File: src/rtl/cov_stream_source_pkg.sv
// Shared constants and types for the covariance stream source.
package cov_stream_source_pkg;

    localparam int unsigned DEFAULT_NUM_INPUTS = 784;
    localparam int unsigned RD_LATENCY         = 1;
    localparam int unsigned DATA_W             = 32;
    localparam int unsigned STATE_W            = 2;

    typedef logic [DATA_W-1:0] word_t;

    localparam logic [STATE_W-1:0] ST_IDLE = 2'd0;
    localparam logic [STATE_W-1:0] ST_RUN  = 2'd1;
    localparam logic [STATE_W-1:0] ST_DONE = 2'd2;

endpackage

File: src/rtl/cov_stream_source_if.sv
// Sample-buffer read ports and x / mean / y output streams of the stream source.
// addr and rd_en act as the buffer's address register: read data is taken on the edge that ends the rd_en cycle.
interface cov_stream_source_if
    import cov_stream_source_pkg::*;
#(
    parameter int unsigned ADDR_WIDTH = 10
);

    logic [ADDR_WIDTH-1:0] x_addr;
    logic [ADDR_WIDTH-1:0] y_addr;
    logic                  x_rd_en;
    logic                  y_rd_en;
    word_t                 x_rd_data;
    word_t                 y_rd_data;

    word_t                 in_x;
    logic                  in_x_valid;
    logic                  in_x_ready;
    word_t                 u_x;
    logic                  u_x_valid;
    word_t                 in_y;
    logic                  in_y_valid;
    logic                  in_y_ready;

    modport master (
        output x_addr, y_addr, x_rd_en, y_rd_en,
        input  x_rd_data, y_rd_data,
        output in_x, in_x_valid, u_x, u_x_valid, in_y, in_y_valid,
        input  in_x_ready, in_y_ready
    );

    modport slave (
        input  x_addr, y_addr, x_rd_en, y_rd_en,
        output x_rd_data, y_rd_data,
        input  in_x, in_x_valid, u_x, u_x_valid, in_y, in_y_valid,
        output in_x_ready, in_y_ready
    );

endinterface

File: src/rtl/cov_stream_source_fetch_channel.sv
// One fetch channel: reads NUM_INPUTS words in address order into a 2-entry buffer
// and streams them out with a valid/ready handshake.
module stream_fetch_channel
    import cov_stream_source_pkg::*;
#(
    parameter int unsigned NUM_INPUTS = DEFAULT_NUM_INPUTS,
    parameter int unsigned ADDR_WIDTH = 10
) (
    input  logic                  clk,
    input  logic                  clr,
    input  logic                  flush,
    input  logic                  run,
    output logic                  rd_en,
    output logic [ADDR_WIDTH-1:0] addr,
    input  word_t                 rd_data,
    output word_t                 data,
    output logic                  valid,
    input  logic                  ready,
    output logic                  complete_c
);

    localparam int unsigned CNT_W = $clog2(NUM_INPUTS + 1);
    localparam logic [CNT_W-1:0] CNT_MAX  = CNT_W'(NUM_INPUTS);
    localparam logic [CNT_W-1:0] CNT_LAST = CNT_W'(NUM_INPUTS - 1);

    logic [CNT_W-1:0] issued_q;
    logic [CNT_W-1:0] xfer_q;
    logic             inflight_q;
    word_t            buf_q [2];
    logic             wr_ptr_q;
    logic             rd_ptr_q;
    logic [1:0]       occ_q;
    logic             pop_c;
    logic             issue_c;

    assign valid = (occ_q != 2'd0);
    assign data  = buf_q[rd_ptr_q];
    assign rd_en = inflight_q;
    assign pop_c = valid && ready;

    // Counting the same-cycle pop keeps one read per cycle flowing with ready held high.
    assign issue_c = run && (issued_q != CNT_MAX)
                     && ((occ_q + 2'(inflight_q)) < (2'd2 + 2'(pop_c)));

    // Complete on the edge of the final transfer so the FSM can leave RUN on that edge.
    assign complete_c = (xfer_q == CNT_MAX) || (pop_c && (xfer_q == CNT_LAST));

    always_ff @(posedge clk) begin
        if (clr) begin
            issued_q   <= '0;
            xfer_q     <= '0;
            inflight_q <= 1'b0;
            addr       <= '0;
            wr_ptr_q   <= 1'b0;
            rd_ptr_q   <= 1'b0;
            occ_q      <= 2'd0;
            buf_q[0]   <= '0;
            buf_q[1]   <= '0;
        end else if (flush) begin
            // A new run restarts at address 0 and issues its first read immediately.
            issued_q   <= CNT_W'(1);
            xfer_q     <= '0;
            inflight_q <= 1'b1;
            addr       <= '0;
            wr_ptr_q   <= 1'b0;
            rd_ptr_q   <= 1'b0;
            occ_q      <= 2'd0;
        end else begin
            inflight_q <= issue_c;
            if (issue_c) begin
                addr     <= ADDR_WIDTH'(issued_q);
                issued_q <= issued_q + CNT_W'(1);
            end
            if (inflight_q) begin
                buf_q[wr_ptr_q] <= rd_data;
                wr_ptr_q        <= ~wr_ptr_q;
            end
            if (pop_c) begin
                rd_ptr_q <= ~rd_ptr_q;
                if (xfer_q != CNT_MAX) begin
                    xfer_q <= xfer_q + CNT_W'(1);
                end
            end
            occ_q <= occ_q + 2'(inflight_q) - 2'(pop_c);
        end
    end

endmodule

File: src/rtl/cov_stream_source.sv
// Streams one image worth of x and y samples plus the latched x mean, then pulses done.
module cov_stream_source
    import cov_stream_source_pkg::*;
#(
    parameter int unsigned NUM_INPUTS = DEFAULT_NUM_INPUTS,
    parameter int unsigned ADDR_WIDTH = 10
) (
    input  logic                clk,
    input  logic                clr,
    input  logic                start,
    input  word_t               mean_x,
    output logic                busy,
    output logic                done,
    cov_stream_source_if.master bus
);

    logic [STATE_W-1:0] state_q;
    logic [STATE_W-1:0] state_nxt;
    logic               accept_c;
    logic               run_c;
    logic               x_complete_c;
    logic               y_complete_c;
    word_t              u_x_q;
    logic               u_x_valid_q;

    // Next-state decode; start is only honoured in IDLE.
    always_comb begin
        state_nxt = state_q;
        accept_c  = 1'b0;
        case (state_q)
            ST_IDLE: begin
                if (start) begin
                    state_nxt = ST_RUN;
                    accept_c  = 1'b1;
                end
            end
            ST_RUN: begin
                if (x_complete_c && y_complete_c) begin
                    state_nxt = ST_DONE;
                end
            end
            ST_DONE: state_nxt = ST_IDLE;
            default: state_nxt = ST_IDLE;
        endcase
    end

    always_ff @(posedge clk) begin
        if (clr) begin
            state_q     <= ST_IDLE;
            busy        <= 1'b0;
            done        <= 1'b0;
            u_x_q       <= '0;
            u_x_valid_q <= 1'b0;
        end else begin
            state_q     <= state_nxt;
            busy        <= (state_nxt == ST_RUN);
            done        <= (state_nxt == ST_DONE);
            u_x_valid_q <= (state_nxt == ST_RUN);
            if (accept_c) begin
                u_x_q <= mean_x;
            end
        end
    end

    assign run_c         = (state_q == ST_RUN);
    assign bus.u_x       = u_x_q;
    assign bus.u_x_valid = u_x_valid_q;

    stream_fetch_channel #(
        .NUM_INPUTS (NUM_INPUTS),
        .ADDR_WIDTH (ADDR_WIDTH)
    ) x_chan (
        .clk        (clk),
        .clr        (clr),
        .flush      (accept_c),
        .run        (run_c),
        .rd_en      (bus.x_rd_en),
        .addr       (bus.x_addr),
        .rd_data    (bus.x_rd_data),
        .data       (bus.in_x),
        .valid      (bus.in_x_valid),
        .ready      (bus.in_x_ready),
        .complete_c (x_complete_c)
    );

    stream_fetch_channel #(
        .NUM_INPUTS (NUM_INPUTS),
        .ADDR_WIDTH (ADDR_WIDTH)
    ) y_chan (
        .clk        (clk),
        .clr        (clr),
        .flush      (accept_c),
        .run        (run_c),
        .rd_en      (bus.y_rd_en),
        .addr       (bus.y_addr),
        .rd_data    (bus.y_rd_data),
        .data       (bus.in_y),
        .valid      (bus.in_y_valid),
        .ready      (bus.in_y_ready),
        .complete_c (y_complete_c)
    );

endmodule

File: src/flat_wrapper.sv
// flat-port wrapper written by rule: the top's interface ports become plain ports
module cov_stream_source_flat import cov_stream_source_pkg::*;
#(
    parameter int unsigned NUM_INPUTS = DEFAULT_NUM_INPUTS,
    parameter int unsigned ADDR_WIDTH = 10
)
  (clk, clr, start, mean_x, busy, done, bus_x_addr, bus_y_addr, bus_x_rd_en, bus_y_rd_en, bus_x_rd_data, bus_y_rd_data, bus_in_x, bus_in_x_valid, bus_u_x, bus_u_x_valid, bus_in_y, bus_in_y_valid, bus_in_x_ready, bus_in_y_ready);
  cov_stream_source_if #(.ADDR_WIDTH(ADDR_WIDTH)) bus_i ();
  input  logic clk;
  input  logic clr;
  input  logic start;
  input  word_t mean_x;
  output logic busy;
  output logic done;
  output wire logic [$bits(bus_i.x_addr)-1:0] bus_x_addr;
  output wire logic [$bits(bus_i.y_addr)-1:0] bus_y_addr;
  output wire logic [$bits(bus_i.x_rd_en)-1:0] bus_x_rd_en;
  output wire logic [$bits(bus_i.y_rd_en)-1:0] bus_y_rd_en;
  input wire logic [$bits(bus_i.x_rd_data)-1:0] bus_x_rd_data;
  input wire logic [$bits(bus_i.y_rd_data)-1:0] bus_y_rd_data;
  output wire logic [$bits(bus_i.in_x)-1:0] bus_in_x;
  output wire logic [$bits(bus_i.in_x_valid)-1:0] bus_in_x_valid;
  output wire logic [$bits(bus_i.u_x)-1:0] bus_u_x;
  output wire logic [$bits(bus_i.u_x_valid)-1:0] bus_u_x_valid;
  output wire logic [$bits(bus_i.in_y)-1:0] bus_in_y;
  output wire logic [$bits(bus_i.in_y_valid)-1:0] bus_in_y_valid;
  input wire logic [$bits(bus_i.in_x_ready)-1:0] bus_in_x_ready;
  input wire logic [$bits(bus_i.in_y_ready)-1:0] bus_in_y_ready;
  assign bus_x_addr = bus_i.x_addr;
  assign bus_y_addr = bus_i.y_addr;
  assign bus_x_rd_en = bus_i.x_rd_en;
  assign bus_y_rd_en = bus_i.y_rd_en;
  assign bus_i.x_rd_data = bus_x_rd_data;
  assign bus_i.y_rd_data = bus_y_rd_data;
  assign bus_in_x = bus_i.in_x;
  assign bus_in_x_valid = bus_i.in_x_valid;
  assign bus_u_x = bus_i.u_x;
  assign bus_u_x_valid = bus_i.u_x_valid;
  assign bus_in_y = bus_i.in_y;
  assign bus_in_y_valid = bus_i.in_y_valid;
  assign bus_i.in_x_ready = bus_in_x_ready;
  assign bus_i.in_y_ready = bus_in_y_ready;
  cov_stream_source #(.NUM_INPUTS(NUM_INPUTS), .ADDR_WIDTH(ADDR_WIDTH)) u_core (.clk(clk), .clr(clr), .start(start), .mean_x(mean_x), .busy(busy), .done(done), .bus(bus_i));
endmodule
File: config.mk
export PLATFORM = sky130hd
export DESIGN_NAME = cov_stream_source_flat
export DESIGN_NICKNAME = d
export VERILOG_FILES = /design/src/rtl/cov_stream_source_pkg.sv /design/src/rtl/cov_stream_source_if.sv /design/src/rtl/cov_stream_source_fetch_channel.sv /design/src/rtl/cov_stream_source.sv /design/src/flat_wrapper.sv
export SDC_FILE = /design/constraint.sdc
export NUM_CORES = 1
export LEC_CHECK = 0
export ABC_AREA = 0
export CORE_MARGIN = 10
export CORE_UTILIZATION = 66
export CTS_BUF_LIST = sky130_fd_sc_hd__clkbuf_4 sky130_fd_sc_hd__clkbuf_8 sky130_fd_sc_hd__clkbuf_16
export CTS_CLUSTER_DIAMETER = 200
export DETAILED_ROUTE_END_ITERATION = 8
export DONT_BUFFER_PORTS = 1
export PLACE_DENSITY_LB_ADDON = 0.12
export SLEW_MARGIN = 40
export SYNTH_ARGS = -nofsm -noshare
export SYNTH_HDL_FRONTEND = slang
export SYNTH_SLANG_ARGS = --single-unit
File: constraint.sdc
create_clock -name clk -period 6.61 [get_ports clk]
set_input_delay 1.322 -clock clk [delete_from_list [all_inputs] [get_ports clk]]
set_output_delay 1.322 -clock clk [all_outputs]
set_load 0.03 [all_outputs]
==> out/summary.txt <==
Setup TNS Final -> 0 ns
Clock Skews -> 0.0109 ns
Total of max-cap violations -> 0
Clock Latency Late Sink -> 0.50 ns
Sequential Power Share -> 0.519
Die Area -> 0.0205 mm^2
GR Util All Layers -> 0.199
Most common cell in the netlist -> and2_1
Layout area overhead -> 8.39%
Share of cells above drive strength 1 -> 0.166
Critical Path Max Stage Delay -> 0.73 ns
Synth warn -> 0
Final net count -> 957
Syn Nets -> 971
Reg-to-reg endpoint -> u_core.y_chan.buf_q[0][19]
Total clock sinks -> 236
Worst setup path end -> u_core.y_chan.buf_q[0][19]
Setup crit end kind -> flop
Detail Placement HPWL -> 15100 um
Synth top area share -> 0.384
Crit Path Max Fanout -> 32
Starting Density -> 0.681
Avg Cell Area, Syn -> 11.7 um^2
CP Launch Point -> start
Minimum clock period -> 3.25 ns
First-pass GRT wire length -> 32800 um
Initial antenna violation count -> 0
Internal reg-to-reg setup slack -> 3.64 ns
HP Class -> flop to flop
CTS max path bufs -> 3
DR pass1 iterations -> 5
Post-synthesis sequential area ratio -> 0.600
Worst Path Arrival -> 3.36 ns
Outcome -> completed
Post-CTS Setup Bufs -> 0
Vias in the first global route -> 6105
Gate power share -> 0.083
Leak pwr -> 0.00395 uW
DR WL/cell -> 20.6 um
Number of I/O pins -> 224
Final Hold Fails -> 0
# setup viols final -> 0
Post-route antenna net violation count -> 0
CP cell instances -> or3b_1 -> nand2b_2 -> nor3b_4 -> or2_2
H-tree depth -> 1
Cell-internal power -> 2480 uW
Residual DRC count -> 0
CTS tree -> done
Worst r2r path cells -> 4
Post-synthesis cell count -> 856
Clk root buf -> clkbuf_16
Clk pin slew, worst setup/hold paths -> 0.06 ns
Critical R2R Launch -> u_core.state_q[1]
Largest net degree at the start of global routing -> 49
Mapped cell area -> 0.0100 mm^2
Vias -> 6102
Die Span Y -> 143 um
Post-synth top flop -> edfxtp_1
# rows -> 44
Slew @ Worst Pin -> 0.784 ns
Number of distinct library cells after synthesis -> 59
Worst path slowest cell -> or2_2
Switch share -> 0.234
DRT Wirelength -> 21400 um
Part of the cycle the worst path needs -> 0.491
Core area -> 0.0147 mm^2
Die Wd -> 143 um
Maximum clock frequency -> 308 MHz
Number of synthesized flops with an enable pin -> 128
CP required -> 6.73 ns
DR vias/cell -> 5.86
Clock group share of total power -> 0.398
GRT overflow -> 0
CTS Buf Count -> 23
Final Max Slew Viols -> 0
Psw -> 756 uW
PD cells -> 298 mW/mm^2
Gpl congestion -> 0.809
Hold_ws -> 0.494 ns
Largest cells by area after synthesis -> edfxtp_1, dfxtp_1, and2_1, mux2_2, nand2_1
# resized after CTS -> 0
Peak supply drop -> 0.201 mV
Antenna diodes -> 0
Critical path class -> input pin to flop
Post-cts hold buffer count -> 0
1st-iter DRT viols -> 383
Yosys reg bits -> 236
I/O Buffers -> 0
Critical path startpoint category -> input pin
Async set-reset flop share out of synthesis -> 0
Worst slew margin -> 0.478
Unrepaired setup endpoints after global routing -> no
Commonest cells post-synth -> and2_1, edfxtp_1, dfxtp_1
Synth area leader -> edfxtp_1
cells in the final DEF (no fill, tap or decap), types with 6 or more instances in the layout:
cell type	n
nand2_1	103
nor3_1	8
dfxtp_1	108
nand4_1	9
mux2_2	64
inv_1	19
and2_1	129
ha_1	14
xnor2_1	20
clkbuf_16	23
a22oi_1	7
xor2_1	13
or2_2	6
nand3_1	12
edfxtp_1	128
a21oi_1	56
buf_4	6
or3_1	7
nor2_1	44
clkbuf_4	11
stage by stage:
stage	instances	total power [uW]	setup WS (ns)	area, um^2	utilization
6_report	1041	3230	3.36	10800	0.738
4_1_cts	1041	3260	3.28	10800	0.738
3_5_place_dp	1001	1980	2.78	10100	0.686
2_1_floorplan	856	1930	3.60	10000	-
5_1_grt	1041	3340	3.17	10800	0.738
3_3_place_gp	999	1970	2.53	10100	0.685
registers in the layout (all words and copies together) (netlist names), named ones only:
name                    cells
u_core.state_q              2
u_core.y_chan.rd_ptr_q      1
u_core.x_chan.addr         10
u_core.y_chan.buf_q        64
u_core.x_chan.buf_q        64
u_core.x_chan.xfer_q       10
u_core.x_chan.wr_ptr_q      1
u_core.x_chan.issued_q     10
u_core.y_chan.addr         10
u_core.busy                 1
u_core.x_chan.rd_ptr_q      1
u_core.x_chan.occ_q         2
u_core.y_chan.xfer_q       10
u_core.x_chan.rd_en         1
u_core.y_chan.occ_q         2
u_core.y_chan.issued_q     10
u_core.bus.u_x             32
u_core.y_chan.rd_en         1
u_core.y_chan.wr_ptr_q      1
u_core.done                 1
routing by layer:
layer  global-route usage  vias to the layer above  wire length (um)
li1                     -                     2932                 -
met4               0.0505                        0               342
met5                    0                        -                 0
met3               0.0677                       29              1980
met2                0.351                      188             11200
met1                0.227                     2953              7900
layout make-up:
class                      instances  area (um^2)
clock buffer                      39          727
clock inverter                     1         30.0
fill                             992         3850
inverter                          19         71.3
multi-input combinational        555         3730
sequential                       236         6010
tap                              184          230
timing repair buffer               7         56.3
cell families after synthesis:
| group | share of synthesized area |
|---|---|
| AND/OR/NAND/NOR | 0.192 |
| flip-flops | 0.600 |
| AO/OA/AOI/OAI | 0.0590 |
| multiplexers | 0.0740 |
| buffers and inverters | 0.0283 |
| XOR/XNOR | 0.0289 |
| adder cells (fa/ha/maj) | 0.0175 |
power by group through the flow:
stage / logic, uW / clock network, uW / registers [uW]
after floorplan: 235 / 0 / 1690
after global placement: 262 / 0 / 1710
after detailed placement: 271 / 0 / 1710
after CTS: 272 / 1310 / 1680
after global routing: 292 / 1370 / 1680
final: 268 / 1290 / 1680
how the worst min path moves through the flow:
stage | from | end | slack [ns] | cells after the start
finish | u_core.x_chan.issued_q[9] | u_core.x_chan.addr[9] | 0.49 | 2
global route | u_core.y_chan.rd_ptr_q | flop | 0.53 | 2
CTS | u_core.x_chan.issued_q[9] | u_core.x_chan.addr[9] | 0.50 | 2
detailed placement | u_core.x_chan.issued_q[9] | u_core.x_chan.addr[9] | 0.49 | 2
global placement | u_core.x_chan.issued_q[9] | u_core.x_chan.addr[9] | 0.48 | 2
floorplan | u_core.x_chan.issued_q[9] | u_core.x_chan.addr[9] | 0.45 | 2
worst max-delay path: cells and delay by family:
kind	cells	cell delay, ns
AND/OR/NAND/NOR	4	2.02
No activity file was read; power rests on OpenSTA's default activity.
